`src/rtl/fp_div_sequencer.sv`:
```
// FP divide sequencer: operand FIFO, special-case bypass, divider handshake.
// Define FP_DIV_SEQ_TIMEOUT_EN to enable the divider wait watchdog.
module fp_div_sequencer #(
  parameter int FIFO_DEPTH = 4,
  parameter int TAG_W      = 4,
  parameter int TIMEOUT    = 63
) (
  input  logic             clk,
  input  logic             rst,
  input  logic             in_valid,
  output logic             in_ready,
  input  logic [31:0]      in_a,
  input  logic [31:0]      in_b,
  input  logic [TAG_W-1:0] in_tag,
  output logic             div_start,
  output logic [31:0]      div_dividend,
  output logic [31:0]      div_divisor,
  input  logic             div_busy,
  input  logic             div_valid,
  input  logic [31:0]      div_result,
  output logic             out_valid,
  input  logic             out_ready,
  output logic [31:0]      out_result,
  output logic [TAG_W-1:0] out_tag,
  output logic [3:0]       out_flags
);

  localparam int AW = $clog2(FIFO_DEPTH);
  localparam int EW = 64 + TAG_W;

  typedef enum logic [2:0] {
    S_IDLE, S_CLASSIFY, S_ISSUE,
    S_WAIT_BUSY, S_WAIT_DONE, S_OUTPUT
  } state_t;

  state_t r_state, w_next;

  logic [EW-1:0]    r_mem [FIFO_DEPTH];
  logic [AW-1:0]    r_wr_ptr, r_rd_ptr;
  logic [AW:0]      r_count;
  logic             w_full, w_empty, w_push, w_pop;

  logic [31:0]      r_a, r_b, r_result;
  logic [TAG_W-1:0] r_tag;
  logic [3:0]       r_flags;

  logic             w_special, w_inv, w_dz, w_sign;
  logic [31:0]      w_byp;
  logic             w_a_zero, w_b_zero, w_a_inf, w_b_inf;
  logic             w_done_fire, w_to, w_to_fire;

  assign w_full   = (r_count == (AW+1)'(FIFO_DEPTH));
  assign w_empty  = (r_count == '0);
  assign in_ready = !w_full;
  assign w_push   = in_valid && !w_full;

  always_ff @(posedge clk) begin
    if (w_push) r_mem[r_wr_ptr] <= {in_tag, in_b, in_a};
  end

  // Pointers wrap naturally since depth is a power of two.
  always_ff @(posedge clk) begin
    if (rst) begin
      r_wr_ptr <= '0;
      r_rd_ptr <= '0;
      r_count  <= '0;
    end else begin
      if (w_push) r_wr_ptr <= r_wr_ptr + 1'b1;
      if (w_pop)  r_rd_ptr <= r_rd_ptr + 1'b1;
      case ({w_push, w_pop})
        2'b10:   r_count <= r_count + 1'b1;
        2'b01:   r_count <= r_count - 1'b1;
        default: r_count <= r_count;
      endcase
    end
  end

  assign w_sign   = r_a[31] ^ r_b[31];
  assign w_a_zero = (r_a[30:0] == '0);
  assign w_b_zero = (r_b[30:0] == '0);
  assign w_a_inf  = (r_a[30:23] == 8'hFF);
  assign w_b_inf  = (r_b[30:23] == 8'hFF);

  always_comb begin
    w_special = 1'b1;
    w_inv     = 1'b0;
    w_dz      = 1'b0;
    w_byp     = '0;
    if (w_a_zero && w_b_zero) begin
      w_byp = 32'h7FC00000;
      w_inv = 1'b1;
    end else if (w_b_zero) begin
      w_byp = {w_sign, 8'hFF, 23'h0};
      w_dz  = 1'b1;
    end else if (w_a_inf) begin
      w_byp = {w_sign, 8'hFF, 23'h0};
    end else if (w_b_inf || w_a_zero) begin
      w_byp = {w_sign, 31'h0};
    end else begin
      w_special = 1'b0;
    end
  end

`ifdef FP_DIV_SEQ_TIMEOUT_EN
  localparam int TW = $clog2(TIMEOUT + 1);
  logic [TW-1:0] r_to_cnt;
  logic          w_wait;

  assign w_wait = (r_state == S_WAIT_BUSY) || (r_state == S_WAIT_DONE);
  assign w_to   = w_wait && (r_to_cnt >= TW'(TIMEOUT - 1));

  always_ff @(posedge clk) begin
    if (rst || !w_wait) r_to_cnt <= '0;
    else                r_to_cnt <= r_to_cnt + 1'b1;
  end
`else
  assign w_to = 1'b0;
`endif

  assign w_done_fire = (r_state == S_WAIT_DONE) && !div_busy && div_valid;
  assign w_to_fire   = w_to && !w_done_fire;

  always_ff @(posedge clk) begin
    if (rst) r_state <= S_IDLE;
    else     r_state <= w_next;
  end

  always_comb begin
    w_next = r_state;
    unique case (r_state)
      S_IDLE:      if (!w_empty) w_next = S_CLASSIFY;
      S_CLASSIFY:  w_next = w_special ? S_OUTPUT : S_ISSUE;
      S_ISSUE:     w_next = S_WAIT_BUSY;
      S_WAIT_BUSY: begin
        if (w_to)          w_next = S_OUTPUT;
        else if (div_busy) w_next = S_WAIT_DONE;
      end
      S_WAIT_DONE: if (w_done_fire || w_to) w_next = S_OUTPUT;
      S_OUTPUT:    if (out_ready) w_next = S_IDLE;
      default:     w_next = S_IDLE;
    endcase
  end

  always_comb begin
    div_start = (r_state == S_ISSUE);
    out_valid = (r_state == S_OUTPUT);
    w_pop     = (r_state == S_IDLE) && !w_empty;
  end

  always_ff @(posedge clk) begin
    if (rst) begin
      r_a      <= '0;
      r_b      <= '0;
      r_tag    <= '0;
      r_result <= '0;
      r_flags  <= '0;
    end else begin
      if (w_pop) {r_tag, r_b, r_a} <= r_mem[r_rd_ptr];
      if (r_state == S_CLASSIFY && w_special) begin
        r_result <= w_byp;
        r_flags  <= {1'b0, w_inv, w_dz, 1'b1};
      end else if (w_done_fire) begin
        r_result <= div_result;
        r_flags  <= 4'b0000;
      end else if (w_to_fire) begin
        r_result <= 32'h7FC00000;
        r_flags  <= 4'b1000;
      end
    end
  end

  assign div_dividend = r_a;
  assign div_divisor  = r_b;
  assign out_result   = r_result;
  assign out_tag      = r_tag;
  assign out_flags    = r_flags;

endmodule

```
`config.mk`:
```
export PLATFORM = sky130hd
export DESIGN_NAME = fp_div_sequencer
export DESIGN_NICKNAME = d
export VERILOG_FILES = /design/src/rtl/fp_div_sequencer.sv
export SDC_FILE = /design/constraint.sdc
export NUM_CORES = 1
export LEC_CHECK = 0
export CAP_MARGIN = 20
export CORE_MARGIN = 4
export CORE_UTILIZATION = 58
export CTS_CLUSTER_DIAMETER = 80
export DETAILED_ROUTE_END_ITERATION = 7
export GPL_ROUTABILITY_DRIVEN = 0
export PLACE_DENSITY_LB_ADDON = 0.05
export RECOVER_POWER = 25
export SETUP_SLACK_MARGIN = 0.02
export SLEW_MARGIN = 20
export SYNTH_ARGS = -nofsm -noshare
export SYNTH_HDL_FRONTEND = slang
export SYNTH_SLANG_ARGS = --single-unit
```
`constraint.sdc`:
```
create_clock -name clk -period 6.45 [get_ports clk]
set_input_delay 1.29 -clock clk [delete_from_list [all_inputs] [get_ports clk]]
set_output_delay 1.29 -clock clk [all_outputs]
set_load 0.005 [all_outputs]
```
==> run_results.csv <==
group,metric,value,unit
final_layout,seq_area,10400,sq um
synthesis,synth-seq-cells,385,
critical_path,cp_max_fo,71,
cts,clk_pin_slew_worst_paths,60,ps
job,drv_cap,0,
sta,min_period_over_period,54.3,%
critical_path,worstSetupPathType,"reg2reg",
final_layout,multi_input_area,3560,sq um
sta,tightest_slew,1080,ps
sta,slew_viol_final,0,
power_and_ir_drop,p_leak,5.76,nW
sta,rsz0062_at_grt,"no",
final_layout,final_common_cell,"edfxtp_1",
critical_path,start_kind,"flop",
synthesis,synth_area_leaders,"edfxtp_1 (57%), dfxtp_1 (16%), mux4_2 (11%), nand2_1 (5.1%), a21oi_1 (3.5%)",
cts,cts.path.max_buffers,3,
route,routed_wl,30.2,mm
hold_path,worstHoldPathType,"reg2reg",
sta,setup_tns,0,ps
die,die_h,165,um
die,core,24300,sq um
cts,cts-resized-gates,0,
cts,clk_latency,520,ps
synthesis,synth_nets,1030,
die,num_rows,57,
critical_path,crit_required,6880,ps
sta,setup_viol,0,
route,wl_met3,2.16,mm
critical_path,arrival,3940,ps
cts,cts_tree,"yes",
die,initial_core_util,58.9,%
sta,finalHoldViolCount,0,
placement,post-place-ws,2970,ps
synthesis,synth_top_cell_by_area,"edfxtp_1",
die,die_x,165,um
route,met2WireLength,14.7,mm
synthesis,synth-edff-count,272,
route,antenna_left,0,
die,ios,213,
critical_path,end_kind,"flop",
power_and_ir_drop,cellPowerDensity,418,nW/um^2
cts,clock-sinks,385,
synthesis,syn_avg_cell_area,15.6,sq um
route,drt_iter0_drc,707,
placement,place_hpwl,17.9,mm
grt,grt_max_degree,87,
sta,fmax,0.285,GHz
grt,gr-total-overflow,0,
route,first_pass_iters,5,
synthesis,synth_warnings,0,
synthesis,yosysUniqueCellTypes,44,
synthesis,ys_seq_area_share,72.8,%
final_layout,n_fill_cell,1628,
synthesis,synthesis.area,14300,sq um
sta,clock_skew,14.2,ps
grt,antenna_found_initial,3,
route,wl_per_cell,20.5,um
cts,htree_levels,2,
synthesis,netlist.area_leader.share,57.0,%
cts,post_cts_buffers,0,
cts,cts-hold-fix-buffers,0,
cts,root_buffer,"clkbuf_16",
sta,maxSlewHeadroom,27.8,%
final_layout,mostFrequentLayoutCells,"edfxtp_1 (272), nand2_1 (193), clkdlybuf4s50_1 (161)",
final_layout,nets,1232,
grt,grt_pass1_wl,46.4,mm
route,viasPerCell,5.61,
route,wl_met1,12.7,mm
sta,min_period,3500,ps
cts,cts_buffers,38,
synthesis,synth_flop_cell,"edfxtp_1",
die,die-area,27300,sq um
route,highest_layer,"met5",
route,drc_errors,0,
status,outcome,"finished, final reports clean",
grt,grt_usage,22.3,%
synthesis,netlist_instances,918,
power_and_ir_drop,ir_worst_vdd,0.000274,V
synthesis,async_reset_ff_share,0,%
route,vias,8274,
final_layout,drive_gt1_share,12.8,%
final_layout,syn_to_final_growth,24.1,%
grt,grt_pass1_vias,8387,
placement,port_buffers,211,
sta,fin_ws,2950,ps
==> cells by family (layout without fill, tap and decap cells) <==
family / after synthesis / count (layout) / share of synthesized area, %
multiplexers: 68 / 68 / 10.7
flip-flops: 385 / 385 / 72.8
AO/OA/AOI/OAI: 111 / 111 / 4.27
XOR/XNOR: 6 / 6 / 0.367
AND/OR/NAND/NOR: 280 / 280 / 8.77
other: 1 / 3 / 0.0262
buffers and inverters: 61 / 293 / 2.56
adder cells (fa/ha/maj): 6 / 6 / 0.576
==> final timing paths <==
kind,start,endpoint,slack [ps],cells after the start
setup / recovery,r_state[0],r_count[2],2950,9
hold / removal,out_result[13],out_result[13],450,2
setup reg to reg,r_state[0],r_count[2],2950,9
hold reg to reg,out_result[13],out_result[13],450,2
==> sequential cells by signal, indices dropped and copies added (netlist names) <==
| signal | flops |
|---|---|
| div_dividend | 32 |
| div_divisor | 32 |
| out_flags | 3 |
| out_result | 32 |
| out_tag | 4 |
| r_count | 3 |
| r_mem | 272 |
| r_rd_ptr | 2 |
| r_state | 3 |
| r_wr_ptr | 2 |
==> final cells by class <==
| type | count | share of cell area (%) |
|---|---|---|
| antenna | 2 | 0.0281 |
| clock buffer | 60 | 6.45 |
| clock inverter | 10 | 0.239 |
| inverter | 7 | 0.176 |
| multi-input combinational | 472 | 20.0 |
| sequential | 385 | 58.7 |
| tap | 324 | 2.28 |
| timing repair buffer | 216 | 12.1 |
==> worst max-delay path, stage by stage (launching register included) <==
cell      delay [ps]
dfxtp_1          390
or4_2            670
buf_4            400
clkinv_4         550
ha_1             300
inv_1             60
fa_1             370
xor2_1           170
or3_1            340
a21oi_1          160
==> cell usage after synthesis, types with 2 or more instances <==
library cell,count
edfxtp_1,272
nand2_1,194
dfxtp_1,113
a21oi_1,101
mux4_2,68
clkbuf_1,25
nor2_1,21
nor4_1,15
buf_6,12
nor3_1,12
buf_2,10
nand4_1,8
nor3b_2,8
inv_1,6
buf_4,5
ha_1,5
nand3_1,5
and3_1,4
and2_1,3
xnor2_1,3
xor2_1,3
a22oi_1,2
o21ai_0,2
==> power breakdown <==
| group | switching [mW] | leakage, nW | internal, mW |
|---|---|---|---|
| Combinational | 0.930 | 1.76 | 0.972 |
| Sequential | 0.351 | 3.42 | 3.09 |
| Clock | 0.866 | 0.582 | 1.22 |
==> through the flow <==
stage                     hold slack, ps  cells  utilization (%)  cell area, sq um  total power, mW
after floorplan                      450    918                -             14300             4.56
after global placement               441   1403             68.2             16600             5.38
after detailed placement             446   1403             68.2             16600             5.41
after CTS                            454   1473             73.1             17800             7.50
after global routing                 482   1475             73.2             17800             7.83
final                                453   1476             73.2             17800             7.43
==> layer usage <==
| metal | GRT usage [%] | vias up |
|---|---|---|
| met2 | 36.9 | 268 |
| met1 | 30.8 | 4118 |
| met3 | 4.69 | 47 |
| met4 | 5.41 | 4 |
| li1 | - | 3837 |
| met5 | 0 | - |
Power figures use the tool's default switching activity.
